===== src/rtl/regfile_write_arbiter_if.sv =====
// Bundles the requester-side handshake and register-file write bus of the write arbiter.
// No logic of its own; widths follow the arbiter parameters.
// Backpressure: Hold from the register file blocks all grants.
interface regfile_write_arbiter_if #(
    parameter int NUM_REQ = 2,
    parameter int ADDR_W  = 2,
    parameter int DATA_W  = 32
);
    // Requester side: pending writes and their same-cycle acceptance
    logic                       Hold;
    logic [NUM_REQ-1:0]         Req;
    logic [NUM_REQ*ADDR_W-1:0]  ReqAddr;
    logic [NUM_REQ*DATA_W-1:0]  ReqData;
    logic [NUM_REQ-1:0]         Grant;

    // Register-file side: registered single write port
    logic                       RegWrite;
    logic [ADDR_W-1:0]          WriteRegister;
    logic [DATA_W-1:0]          WriteData;
    logic                       Busy;

    // Drives requests, observes grants and the write port
    modport master (
        output Hold, Req, ReqAddr, ReqData,
        input  Grant, RegWrite, WriteRegister, WriteData, Busy
    );

    // The arbiter itself
    modport slave (
        input  Hold, Req, ReqAddr, ReqData,
        output Grant, RegWrite, WriteRegister, WriteData, Busy
    );
endinterface


===== src/rtl/regfile_write_arbiter.sv =====
// Round-robin arbiter sharing one register-file write port among NUM_REQ writeback requesters.
// Latency: Grant is combinational in the request cycle; write port updates one cycle later.
// Backpressure: Hold (or Reset) forces Grant=0; ungranted requesters keep Req asserted and Busy reports it.
module regfile_write_arbiter #(
    parameter int NUM_REQ = 2,
    parameter int ADDR_W  = 2,
    parameter int DATA_W  = 32
) (
    input  logic                    Clk,
    input  logic                    Reset,
    regfile_write_arbiter_if.slave  bus
);
    localparam int PTR_W = (NUM_REQ > 1) ? $clog2(NUM_REQ) : 1;
    localparam logic [PTR_W-1:0] LAST_IDX = PTR_W'(NUM_REQ - 1);

    // Round-robin pointer: the requester with highest priority next cycle
    logic [PTR_W-1:0]   ptr;
    logic [PTR_W-1:0]   ptrNext;

    // Combinational grant result
    logic [NUM_REQ-1:0] grantVec;
    logic [PTR_W-1:0]   grantIdx;
    logic               grantFound;

    // Payload of the granted requester
    logic [ADDR_W-1:0]  selAddr;
    logic [DATA_W-1:0]  selData;

    // Registered write port and status
    logic               regWriteQ;
    logic [ADDR_W-1:0]  writeRegisterQ;
    logic [DATA_W-1:0]  writeDataQ;
    logic               busyQ;

    // Scan requesters starting at ptr, wrapping; the first pending one wins
    always_comb begin
        int idx;
        idx        = 0;
        grantVec   = '0;
        grantIdx   = '0;
        grantFound = 1'b0;
        if (!Reset && !bus.Hold) begin
            for (int k = 0; k < NUM_REQ; k++) begin
                idx = (int'(ptr) + k) % NUM_REQ;
                if (!grantFound && bus.Req[idx]) begin
                    grantVec[idx] = 1'b1;
                    grantIdx      = idx[PTR_W-1:0];
                    grantFound    = 1'b1;
                end
            end
        end
    end

    // Mux the granted requester's address and data onto the write path
    always_comb begin
        selAddr = '0;
        selData = '0;
        for (int i = 0; i < NUM_REQ; i++) begin
            if (grantVec[i]) begin
                selAddr = bus.ReqAddr[i*ADDR_W +: ADDR_W];
                selData = bus.ReqData[i*DATA_W +: DATA_W];
            end
        end
    end

    // Priority moves to the requester just after the winner; unchanged when idle
    always_comb begin
        ptrNext = ptr;
        if (grantFound) begin
            ptrNext = (grantIdx == LAST_IDX) ? '0 : grantIdx + PTR_W'(1);
        end
    end

    // Pointer, write port and busy flag; writes to register 0 load the bus but never strobe
    always_ff @(posedge Clk) begin
        if (Reset) begin
            ptr            <= '0;
            regWriteQ      <= 1'b0;
            writeRegisterQ <= '0;
            writeDataQ     <= '0;
            busyQ          <= 1'b0;
        end else begin
            ptr       <= ptrNext;
            busyQ     <= |(bus.Req & ~grantVec);
            regWriteQ <= grantFound && (selAddr != '0);
            if (grantFound) begin
                writeRegisterQ <= selAddr;
                writeDataQ     <= selData;
            end
        end
    end

    assign bus.Grant         = grantVec;
    assign bus.RegWrite      = regWriteQ;
    assign bus.WriteRegister = writeRegisterQ;
    assign bus.WriteData     = writeDataQ;
    assign bus.Busy          = busyQ;

    // At most one requester may own the write port in any cycle
    grantOneHot: assert property (@(posedge Clk) $onehot0(grantVec));

endmodule


===== src/flat_wrapper.sv =====
// flat-port wrapper written by rule: the top's interface ports become plain ports
module regfile_write_arbiter_flat 
#(
    parameter int NUM_REQ = 2,
    parameter int ADDR_W  = 2,
    parameter int DATA_W  = 32
)
  (Clk, Reset, bus_Hold, bus_Req, bus_ReqAddr, bus_ReqData, bus_Grant, bus_RegWrite, bus_WriteRegister, bus_WriteData, bus_Busy);
  regfile_write_arbiter_if #(.NUM_REQ(NUM_REQ), .ADDR_W(ADDR_W), .DATA_W(DATA_W)) bus_i ();
  input  logic Clk;
  input  logic Reset;
  input wire logic [$bits(bus_i.Hold)-1:0] bus_Hold;
  input wire logic [$bits(bus_i.Req)-1:0] bus_Req;
  input wire logic [$bits(bus_i.ReqAddr)-1:0] bus_ReqAddr;
  input wire logic [$bits(bus_i.ReqData)-1:0] bus_ReqData;
  output wire logic [$bits(bus_i.Grant)-1:0] bus_Grant;
  output wire logic [$bits(bus_i.RegWrite)-1:0] bus_RegWrite;
  output wire logic [$bits(bus_i.WriteRegister)-1:0] bus_WriteRegister;
  output wire logic [$bits(bus_i.WriteData)-1:0] bus_WriteData;
  output wire logic [$bits(bus_i.Busy)-1:0] bus_Busy;
  assign bus_i.Hold = bus_Hold;
  assign bus_i.Req = bus_Req;
  assign bus_i.ReqAddr = bus_ReqAddr;
  assign bus_i.ReqData = bus_ReqData;
  assign bus_Grant = bus_i.Grant;
  assign bus_RegWrite = bus_i.RegWrite;
  assign bus_WriteRegister = bus_i.WriteRegister;
  assign bus_WriteData = bus_i.WriteData;
  assign bus_Busy = bus_i.Busy;
  regfile_write_arbiter #(.NUM_REQ(NUM_REQ), .ADDR_W(ADDR_W), .DATA_W(DATA_W)) u_core (.Clk(Clk), .Reset(Reset), .bus(bus_i));
endmodule

===== config.mk =====
export PLATFORM = sky130hd
export DESIGN_NAME = regfile_write_arbiter_flat
export DESIGN_NICKNAME = d
export VERILOG_FILES = /design/src/rtl/regfile_write_arbiter_if.sv /design/src/rtl/regfile_write_arbiter.sv /design/src/flat_wrapper.sv
export SDC_FILE = /design/constraint.sdc
export NUM_CORES = 1
export LEC_CHECK = 0
export CORE_MARGIN = 5
export CORE_UTILIZATION = 60
export CTS_CLUSTER_SIZE = 30
export DETAILED_ROUTE_END_ITERATION = 12
export DONT_BUFFER_PORTS = 1
export HOLD_SLACK_MARGIN = 0.05
export PLACE_DENSITY_LB_ADDON = 0.05
export SYNTH_ARGS = -nofsm -noshare
export SYNTH_HDL_FRONTEND = slang
export SYNTH_SLANG_ARGS = --single-unit

===== constraint.sdc =====
create_clock -name Clk -period 1.6 [get_ports Clk]
set_input_delay 0.4 -clock Clk [delete_from_list [all_inputs] [get_ports Clk]]
set_output_delay 0.4 -clock Clk [all_outputs]
set_load 0.005 [all_outputs]

==> load_flow_metrics.sql <==
INSERT INTO impl_metrics (metric_group, metric, value, unit) VALUES
('yosys', 'post_synth_mux_area_share', '0', '%'),
('floorplan', 'initial_core_util', '61.53', '%'),
('placement', 'dp_hpwl', '2920', 'microns'),
('pwr', 'peakVddDrop', '0.8818', 'mV'),
('finish', 'antenna_cells', '0', ''),
('yosys', 'synth.lib_cells_used.distinct', '25', ''),
('yosys', 'synthesis.area_per_instance', '9.610', 'sq um'),
('clock_tree', 'cts_sinks', '37', ''),
('timing', 'finalCriticalPeriod', '1.592', 'ns'),
('clock_tree', 'cts_made_buffers', '5', ''),
('setup_path', 'critPathRequiredTime', '1.20', 'ns'),
('yosys', 'synth_compound_gate_area_share', '35.05', '%'),
('pwr', 'power.share.combinational', '12.8', '%'),
('hold_path', 'min_path_type', 'primary input to flip-flop', ''),
('yosys', 'synth.largest_area_cell', 'dfxtp_1', ''),
('grt', 'grt-busiest-layer', 'met2', ''),
('placement', 'portBuffers', '0', ''),
('pwr', 'p_switching', '0.4466', 'mW'),
('job', 'cap_violations', '0', ''),
('routing', 'num_vias', '1345', ''),
('pwr', 'power.density', '980.3', 'mW/mm^2'),
('yosys', 'synth.cell_area', '0.001653', 'sq mm'),
('finish', 'post_route_cells_drive_above_1_share', '22.35', '%'),
('pwr', 'internal_power', '1.258', 'mW'),
('yosys', 'synth-xor-area-share', '0', '%'),
('timing', 'fin_ws', '0.008342', 'ns'),
('placement', 'place_ws', '0.08879', 'ns'),
('timing', 'fin_worst_skew', '0.008838', 'ns'),
('placement', 'rd_place_congestion', '0.7026', ''),
('timing', 'rsz0062_at_grt', 'true', ''),
('run_status', 'outcome', 'complete, no violations', ''),
('yosys', 'netlist_instances', '172', ''),
('timing', 'final_hold_viol_count', '0', ''),
('hold_path', 'min_from', 'Reset', ''),
('clock_tree', 'root_buffer', 'clkbuf_4', ''),
('yosys', 'yosysMostFrequentCell', 'dfxtp_1', ''),
('routing', 'routed_wire_length_per_instance', '19.59', 'microns'),
('clock_tree', 'clkLatencyLatePin', '0.33', 'ns'),
('timing', 'worst_slew_margin_rel', '72.55', '%'),
('yosys', 'synth_edf_count', '0', ''),
('clock_tree', 'clkSlewWorstSetupHoldPaths', '0.09', 'ns'),
('grt', 'grt_util_met2', '31.99', '%'),
('floorplan', 'design.core.area', '0.002686', 'sq mm'),
('grt', 'groute.layer.met1.usage', '21.47', '%'),
('yosys', 'synth_simple_gate_area_share', '11.28', '%'),
('yosys', 'synth_top_family_by_area', 'compound AO/OA/AOI/OAI gates', ''),
('clock_tree', 'ctsLongestPathBuffers', '2', ''),
('grt', 'grt_pass1_wl', '6154', 'microns'),
('pwr', 'p_leak', '0.6622', 'nW'),
('finish', 'final_net_count', '244', ''),
('pwr', 'seq_power_share', '62.8', '%'),
('setup_path', 'worst_setup_path_end_kind', 'output port', ''),
('grt', 'antenna_found_initial', '0', ''),
('floorplan', 'fp.dieArea', '0.003904', 'sq mm'),
('finish', 'postLayoutCoreUtil', '64.74', '%'),
('timing', 'achievable-frequency', '628.3', 'MHz'),
('clock_tree', 'cts_tree', 'done', ''),
('setup_path', 'timing.setup.critical_path_class', 'flip-flop to output port', ''),
('timing', 'worstMarginPinSlew', '0.4087', 'ns'),
('grt', 'maximum_number_of_pins_on_one_net_before_global_route_repair', '34', ''),
('yosys', 'post_synth_most_frequent_cells', '37 x dfxtp_1, 36 x nand2_1, 26 x a21oi_1, 24 x a221oi_1', ''),
('floorplan', 'die_x', '62.49', 'microns'),
('timing', 'final-max-slew-violation-count', '0', ''),
('yosys', 'mappedNetlistNets', '245', ''),
('setup_path', 'reg_to_reg_startpoint', 'u_core.ptr', ''),
('pwr', 'share_clk_of_total_power', '24.4', '%'),
('routing', 'drt-initial-drc-count', '93', ''),
('setup_path', 'cp.arrival', '1.19', 'ns'),
('routing', 'drt_pass1_iterations', '4', ''),
('setup_path', 'worst-path-max-fanout', '3', ''),
('floorplan', 'die_height', '62.49', 'microns');
-- final cells by class --
| cell class | instances | area [sq um] |
|---|---|---|
| clock buffers | 5 | 37.54 |
| well taps | 31 | 38.79 |
| fillers | 221 | 947.2 |
| repair buffers | 9 | 122.6 |
| inverters | 3 | 11.26 |
| flip-flops and latches | 37 | 742.0 |
| clock inverters | 1 | 5.005 |
| multi-input cells | 115 | 782.0 |
-- power by group through the flow --
stage | sequential, mW | combinational, mW | clock, mW
2_1_floorplan | 1.07 | 0.182 | 0
3_3_place_gp | 1.09 | 0.199 | 0
3_5_place_dp | 1.09 | 0.212 | 0
4_1_cts | 1.07 | 0.212 | 0.436
5_1_grt | 1.08 | 0.247 | 0.496
6_report | 1.07 | 0.218 | 0.417
-- final timing paths --
kind	endpoint	slack [ns]	depth (start not counted)
worst max-delay path	bus_Grant[1]	0.008	2
worst min-delay path	u_core.bus.WriteRegister[0]	0.14	1
worst max register to register	u_core.bus.WriteRegister[0]	0.13	5
worst min register to register	u_core.ptr	0.47	2
-- sequential cells by signal (all words and copies together) (netlist names) --
name                      flops
u_core.bus.Busy               1
u_core.ptr                    1
u_core.bus.WriteData         32
u_core.bus.WriteRegister      2
u_core.bus.RegWrite           1
-- critical path, stage by stage (launching register included) --
cell     delay (ns)
dfxtp_2        0.35
and2b_1        0.21
nor4_4         0.31
-- per-stage QoR --
stage	total power, mW	hold slack, ns	setup TNS (ns)	area (sq um)	std cells
6_report	1.705	0.1354	0	1739	201
5_1_grt	1.828	0.09141	-0.09996	1739	201
4_1_cts	1.722	0.1123	-0.02597	1709	200
3_5_place_dp	1.307	0.4665	0	1665	194
3_3_place_gp	1.292	0.4565	0	1665	194
2_1_floorplan	1.257	0.4344	0	1653	172
-- per-layer routing --
| metal | wire (microns) | vias to the layer above |
|---|---|---|
| li1 | - | 644 |
| met1 | 1447 | 624 |
| met2 | 1998 | 71 |
| met3 | 444 | 6 |
| met4 | 47 | 0 |
| met5 | 0 | - |
-- repair_timing --
action / CTS / global route
gates resized for setup: 1 / 2
gates cloned: 0 / 1
endpoints found under the setup margin: 1 / 2
-- kinds of logic after synthesis --
| logic type | after synthesis |
|---|---|
| AO/OA/AOI/OAI | 73 |
| AND/OR/NAND/NOR | 42 |
| flip-flops | 37 |
| buffers and inverters | 20 |
-- cell usage in the layout (no fill, tap or decap) --
cell type,netlist,layout
clkbuf_4,1,5
a22oi_1,1,1
o21ai_0,2,2
dfxtp_1,37,36
inv_2,1,1
a221oi_2,8,8
inv_1,2,2
nand2b_1,1,1
and3_1,2,1
clkinv_2,0,1
a22o_2,1,1
and3_4,0,1
buf_12,0,3
clkbuf_16,0,1
a21oi_1,26,26
a211oi_1,1,1
a221oi_1,24,24
and2b_1,1,1
o21ai_4,0,1
nor2_1,1,1
nand2_1,36,36
a31o_2,1,1
a21oi_2,8,8
nor4_4,1,1
buf_4,2,5
dfxtp_2,0,1
No activity file was read; power rests on OpenSTA's default activity.
